**config.mk**
```make
export PLATFORM = sky130hd
export DESIGN_NAME = sw_tx_arbiter
export DESIGN_NICKNAME = d
export VERILOG_FILES = /design/src/rtl/sw_arb_pkg.sv /design/src/rtl/sw_tx_arbiter_rr_pick.sv /design/src/rtl/sw_tx_arbiter.sv
export SDC_FILE = /design/constraint.sdc
export NUM_CORES = 1
export LEC_CHECK = 0
export BUFFER_PORTS_ARGS = -buffer_cell sky130_fd_sc_hd__buf_2
export CAP_MARGIN = 20
export CORE_AREA = 3 3 272 274
export CTS_CLUSTER_SIZE = 25
export DETAILED_ROUTE_END_ITERATION = 7
export DIE_AREA = 0 0 275 277
export SYNTH_ARGS = -nofsm -noshare
export SYNTH_HDL_FRONTEND = slang
export SYNTH_SLANG_ARGS = --single-unit
```
**constraint.sdc**
```tcl
create_clock -name clk -period 1.98 [get_ports clk]
set_clock_uncertainty 0.15 [all_clocks]
set_input_delay 0.297 -clock clk [delete_from_list [all_inputs] [get_ports clk]]
set_output_delay 0.297 -clock clk [all_outputs]
set_load 0.01 [all_outputs]
```
**src/rtl/sw_arb_pkg.sv**
```systemverilog
// Shared types and default sizing for the switch transmit arbiter.
package sw_arb_pkg;

    typedef enum logic [1:0] {
        ST_IDLE = 2'd0,
        ST_ARB  = 2'd1,
        ST_XFER = 2'd2
    } sw_arb_state_e;

    localparam int DEF_NREQ  = 3;
    localparam int DEF_DW    = 169;
    localparam int DEF_BURST = 16;
    localparam int DEF_TMO   = 8;

endpackage

```
**src/rtl/sw_tx_arbiter_rr_pick.sv**
```systemverilog
// Round-robin pick: first asserted request scanning upward from (last+1) mod NREQ.
module rr_pick #(
    parameter int NREQ = 3
) (
    input  logic [NREQ-1:0] req,
    input  logic [1:0]      last,
    output logic [1:0]      idx,
    output logic            found
);

    // Outer loop is the priority order, so the earliest offset wins.
    always_comb begin
        idx   = '0;
        found = 1'b0;
        for (int k = 1; k <= NREQ; k++) begin
            for (int i = 0; i < NREQ; i++) begin
                if (!found && req[i] && ((int'(last) + k) % NREQ) == i) begin
                    found = 1'b1;
                    idx   = 2'(i);
                end
            end
        end
    end

endmodule

```
**src/rtl/sw_tx_arbiter.sv**
```systemverilog
// Burst-based round-robin arbiter feeding one TDM switch port.
// Define SWARB_TIMEOUT_EN to release a grant early after TMO idle cycles.
//
// state | meaning
// IDLE  | waiting for ap_start
// ARB   | waiting for an open slot and a request; picks next grantee
// XFER  | streaming up to BURST beats from the grantee
module sw_tx_arbiter
    import sw_arb_pkg::*;
#(
    parameter int NREQ  = DEF_NREQ,
    parameter int DW    = DEF_DW,
    parameter int BURST = DEF_BURST,
    parameter int TMO   = DEF_TMO
) (
    input  logic              clk,
    input  logic              ap_rst,
    input  logic              ap_start,
    input  logic              slot_en,
    input  logic [NREQ-1:0]   req_valid,
    input  logic [NREQ*DW-1:0] req_data,
    output logic [NREQ-1:0]   req_ready,
    output logic              out_valid,
    output logic [DW-1:0]     out_data,
    input  logic              out_ready,
    output logic [1:0]        grant,
    output logic              busy
);

    localparam logic [1:0] S_IDLE = ST_IDLE;
    localparam logic [1:0] S_ARB  = ST_ARB;
    localparam logic [1:0] S_XFER = ST_XFER;

    localparam int            BW        = $clog2(BURST + 1);
    localparam logic [BW-1:0] LAST_BEAT = BW'(BURST - 1);
    localparam logic [1:0]    LAST_RST  = 2'(NREQ - 1);

    if (NREQ < 1 || NREQ > 4 || BURST < 1 || TMO < 1) begin : g_bad_param
        $error("sw_tx_arbiter: unsupported parameter set");
    end

    logic [1:0]    state;
    logic [1:0]    last;
    logic [1:0]    pick_idx;
    logic          pick_found;
    logic [BW-1:0] beat_cnt;
    logic          in_xfer;
    logic          sel_valid;
    logic [DW-1:0] sel_data;
    logic          beat;
    logic          tmo_hit;

    rr_pick #(.NREQ(NREQ)) u_pick (
        .req   (req_valid),
        .last  (last),
        .idx   (pick_idx),
        .found (pick_found)
    );

    always_comb begin
        sel_valid = 1'b0;
        sel_data  = '0;
        for (int i = 0; i < NREQ; i++) begin
            if (grant == 2'(i)) begin
                sel_valid = req_valid[i];
                sel_data  = req_data[i*DW +: DW];
            end
        end
    end

    assign in_xfer   = (state == S_XFER);
    assign out_valid = in_xfer & sel_valid & slot_en;
    assign out_data  = out_valid ? sel_data : '0;
    assign beat      = out_valid & out_ready;
    assign busy      = (state != S_IDLE);

    always_comb begin
        req_ready = '0;
        for (int i = 0; i < NREQ; i++) begin
            req_ready[i] = in_xfer && (grant == 2'(i)) && out_ready && slot_en;
        end
    end

`ifdef SWARB_TIMEOUT_EN
    localparam int            IW        = $clog2(TMO + 1);
    localparam logic [IW-1:0] LAST_IDLE = IW'(TMO - 1);

    logic [IW-1:0] idle_cnt;
    logic          idle_cyc;

    // A stalled-but-valid cycle or a closed slot breaks the idle run.
    assign idle_cyc = in_xfer & slot_en & ~sel_valid;
    assign tmo_hit  = idle_cyc && (idle_cnt == LAST_IDLE);

    always_ff @(posedge clk) begin
        if (ap_rst || !idle_cyc || tmo_hit) begin
            idle_cnt <= '0;
        end else begin
            idle_cnt <= idle_cnt + 1'b1;
        end
    end
`else
    assign tmo_hit = 1'b0;
`endif

    always_ff @(posedge clk) begin
        if (ap_rst) begin
            state    <= S_IDLE;
            grant    <= '0;
            last     <= LAST_RST;
            beat_cnt <= '0;
        end else begin
            case (state)
                S_IDLE: begin
                    if (ap_start) state <= S_ARB;
                end
                S_ARB: begin
                    if (slot_en && pick_found) begin
                        grant    <= pick_idx;
                        beat_cnt <= '0;
                        state    <= S_XFER;
                    end
                end
                S_XFER: begin
                    if (beat) begin
                        beat_cnt <= beat_cnt + 1'b1;
                        if (beat_cnt == LAST_BEAT) begin
                            last  <= grant;
                            state <= S_ARB;
                        end
                    end else if (tmo_hit) begin
                        last  <= grant;
                        state <= S_ARB;
                    end
                end
                default: state <= S_IDLE;
            endcase
        end
    end

endmodule

```
; Word level (Yosys, flattened, before mapping)
; Index checks and enable logic that the tools add are counted.
[totals]
register_bits = 11
in_bits = 515
out_inout_bits = 176
elab_cells = 107
[classes]
n_addsub = 4
n_div = 3
n_eq_ne = 15
n_mux = 32
bitwise = 3
reduce_logical = 46
[op_table]
columns = cell, count
row1 = $mux W169, 4
row2 = $eq A32 B2 Y1 const B, 3
row3 = $eq A32 B3 Y1 const B, 3
row4 = $logic_not A32 Y1, 3
row5 = $mod A32 B3 Y32 const B, 3
row6 = $logic_and A1 B1 Y1, 27
row7 = $mux W2, 11
row8 = $mux W1, 13
row9 = $mux W5, 2
row10 = $pmux W5 S2, 1
row11 = $logic_not A1 Y1, 8
row12 = $add A2 B2 Y3 const B, 2
row13 = $pmux W2 S3, 1
row14 = $reduce_and A3 Y1, 2
row15 = $add A5 B1 Y5 const B, 1
row16 = $eq A5 B4 Y1 const B, 1
row17 = $eq A2 B1 Y1 const B, 2
row18 = $eq A2 B2 Y1 const B, 2
row19 = $logic_not A2 Y1, 2
row20 = $ne A2 B1 Y1 const B, 2
row21 = $ne A2 B2 Y1 const B, 2
row22 = $reduce_and A4 Y1, 1
row23 = $reduce_bool A2 Y1, 2
row24 = $add A2 B1 Y3 const B, 1
row25 = 2 further kinds, 4

; Logic depth before layout (Yosys ltp)
[logic_depth]
word_depth = 40
ltp_mapped = 7

; Cells and area by module
; A second synthesis with hierarchy kept.
[unflattened]
hier_cells = 837
area_unflattened_um2 = 4820.9
[modules_own_cells]
columns = mod, instances, cells_each, area_per_inst_um2, seq_area_each_um2
row1 = sw_tx_arbiter, 1, 821, 4714.5, 220.2
row2 = rr_pick, 1, 16, 106.4, 0.0

; Worst setup path before layout
; Ideal clock, no wire load.
[synth_path]
path_type = register -> output
from = register grant[1]
to = output port out_data[100]
arrival_time_ps = 1531
required_ps = 1533
setup_slack_ps = 2
stages_incl_launch_ff = 8
cell_sequence = dfxtp_1 > buf_2 > mux2i_1 > o21ai_2 > nand3_1 > buf_2 > buf_2 > nor2_1
[synth_between]
elab_chain_len = 7
elab_cells_between_ends = 12
classes_between = 2 x eq/ne / 7 x mux / 2 x bitwise / 1 x reduce/logical
[synth_lines]
columns = element, line_no
row1 = "start, declared", sw_tx_arbiter.sv:26  ; output logic [1:0] grant,
row2 = "start signal, assigned", sw_tx_arbiter.sv:119  ; grant <= pick_idx;
row3 = $logic_not A2 Y1, sw_tx_arbiter.sv:64  ; if (grant == 2'(i)) begin
row4 = $mux W1 (3 in series), sw_tx_arbiter.sv:64
row5 = $and A1 B1 Y1 (2 in series), sw_tx_arbiter.sv:72  ; assign out_valid = in_xfer & sel_valid & slot_en;
row6 = $mux W169 (*), sw_tx_arbiter.sv:73  ; assign out_data = out_valid ? sel_data : '0;
row7 = "end, declared", sw_tx_arbiter.sv:24  ; output logic [DW-1:0] out_data,
; Mark *: on every way between the ends. The rest lies on a longest branch, timed or not.

; Worst setup path after layout
[layout_path]
from = register grant[1]
to = output port out_data[113]
; The elaborated chain is that of the path after synthesis.

==> impl_metrics.ini <==
[outcome]
status = complete, but fails checks
violations = setup timing

[timing]
rsz0062_at_grt = true
hold_viol = 0
setup_tns_ns = -40.99
worst_slack_ns = -0.306
post-route-period-util_pct = 115
tightest_slew_ns = 0.410
setup_violations = 173
timing.fmax_mhz = 437
period_needed_ns = 2.29
slew_headroom_pct = 72.6
finalMaxSlewViolations = 0

[synthesis]
netlist_area_mm2 = 0.00484
async_reset_ff_share_pct = 0
synth.distinct_cells = 34
synth_seq_cells = 11
synth_fp_nets = 1360
synthesis.instances = 841
yosysWarnings = 0
synth_edf_count = 0
yosysSeqAreaShare_pct = 4.55
avgSynthCellArea_um2 = 5.75
ys.flop_type = dfxtp_1

[cts]
cts_root_buffer = clkbuf_16
tritoncts = built
hold_buffers = 0
clockBufferDepth = 2
cts_max_level = 1
path_clk_slew_ns = 0.04
cts_buffers = 3
cts_sinks = 11
insertion_delay_ns = 0.24

[pwr]
p_leak_nw = 5.55
pwr-share-comb_pct = 70.9
p_per_area_mw_per_mm2 = 181
p_sw_uw = 805
power_mw = 2.08
p_clk_share_pct = 18.1
pwr-share-seq_pct = 11.1
p_int_mw = 1.27
vdd_drop_max_uv = 211
switching_share_pct = 38.7

[setup_path]
worstPathMaxFanout = 21
timing.rr.end = beat_cnt[4]
endpoint_kind = output pin
critPathCapture = out_data[113]
rrSetupSlack_ns = 0.06
crit_path_start_kind = register
required_ns = 1.53
startpoint = grant[1]
reg2reg_depth = 6
arrival_ns = 1.84
crit_type = register to output pin
rr_startpoint = last[0]

[job]
maxCapViolCount = 0

[floorplan]
die-height_um = 277
dieWidth_um = 275
num_rows = 98
die-area_mm2 = 0.0762
ioPinCount = 691
coreArea_mm2 = 0.0716
initial_core_util_pct = 6.76

[global_route]
antenna_found_initial = 42
grtUsageTotal_pct = 12.2
grt_max_degree = 66
grt_pass1_vias = 8785
grt_overflow = 0
grt_pass1_wl_mm = 65.4

[detailed_routing]
wl_per_cell_um = 20.4
viasPerCell = 3.55
drt-total-wl_mm = 52.2
drt_first_pass_iters = 4
final_antenna_net_count = 0
drt_first_iter_violations = 314
drc = 0
vias = 9079

[layout]
mostFrequentLayoutCell = buf_2
layout_common_cells = buf_2, nor2_1, mux2i_1, a21oi_1, buf_4
layout.nets = 2116
final_cell_area_mm2 = 0.0115
area_growth_syn_to_layout_pct = 137
drive_above_1_share_pct = 58.3

[placement]
dp_slack_ns = -0.134
place.detailed.hpwl_mm = 42.9
placed_area_mm2 = 0.0102
port-buffer-count = 690
globalplace.congestion = 0.911

[hold_path]
hp-class = primary input to register
holdPathStages = 2
==> what timing repair did <==
item / 4_1_cts / 5_1_grt
cloned: 11 / 6
buffers inserted: 10 / 9
resized for setup: 79 / 97
pin swaps: 5 / 2
endpoints found under the setup margin: 173 / 173
==> synthesized netlist by cell type, types with 2 or more instances <==
cell	number	area, um^2
a21oi_1	173	866
o211ai_1	2	15.0
nand3_1	7	35.0
or3_1	2	12.5
and3_1	2	12.5
nand4_1	2	12.5
o21ai_0	2	10.0
mux2i_1	174	1740
a31oi_1	2	12.5
nor2_1	343	1290
clkbuf_1	40	150
dfxtp_1	11	220
ha_1	4	50.1
buf_2	32	160
nand2_1	10	37.5
nand3b_1	2	15.0
nor2b_1	6	37.5
inv_1	7	26.3
buf_1	5	18.8
==> stage by stage <==
step                      instances  utilization [%]  hold WS [ns]
after floorplan                 841                -         0.288
after global placement         2507             14.2         0.298
after detailed placement       2507             14.2         0.303
after CTS                      2532             15.3         0.223
after global routing           2552             16.0         0.259
final                          2556             16.0         0.227
==> cells by family after synthesis <==
| kind of cell | synth area share, % |
|---|---|
| buf+inv | 7.50 |
| compound gates | 19.7 |
| simple gates | 31.2 |
| fa+ha+maj | 1.03 |
| mux | 36.0 |
| flops | 4.55 |
==> per-layer routing <==
layer	part of all wire, %	wire length, um	global-route usage [%]	up-vias
li1	-	-	-	4379
met1	40	21100	14.5	4052
met2	49	25700	22.7	551
met3	7.3	3790	1.73	89
met4	3.1	1620	2.76	8
met5	0.098	51	0	-
==> power groups by stage <==
stage	Sequential [mW]	Combinational, mW	Clock [mW]
floorplan	0.234	0.473	0
global placement	0.234	1.32	0
detailed placement	0.234	1.33	0
CTS	0.231	1.43	0.375
global route	0.231	1.62	0.380
finish	0.230	1.47	0.375
==> flip-flops by register name, indices dropped and copies added, names as in the netlist <==
register  count
state         2
last          2
grant         2
beat_cnt      5
==> how the worst min path moves through the flow <==
stage           startpoint  slack (ns)          end
5_1_grt             ap_rst        0.26     grant[0]
2_1_floorplan  beat_cnt[4]        0.29  beat_cnt[4]
4_1_cts             ap_rst        0.22     grant[0]
6_report            ap_rst        0.23     grant[0]
3_5_place_dp   beat_cnt[4]        0.30  beat_cnt[4]
3_3_place_gp   beat_cnt[4]        0.30  beat_cnt[4]
==> area by class of cell <==
cell class / count / area (um^2)
clock buffer: 4 / 78.8
fill: 8227 / 60100
multi-input combinational: 745 / 4640
timing repair buffer: 829 / 5280
inverter: 7 / 26.3
sequential: 11 / 228
antenna: 10 / 25.0
tap: 950 / 1190
==> worst max-delay path: stages (launching register included) <==
cell     delay [ns]
dfxtp_4        0.37
mux2i_2        0.17
o21ai_2        0.19
nand3_4        0.16
buf_12         0.19
buf_16         0.18
nor2_2         0.13
buf_2          0.14
(Power assumes the default switching activity.)
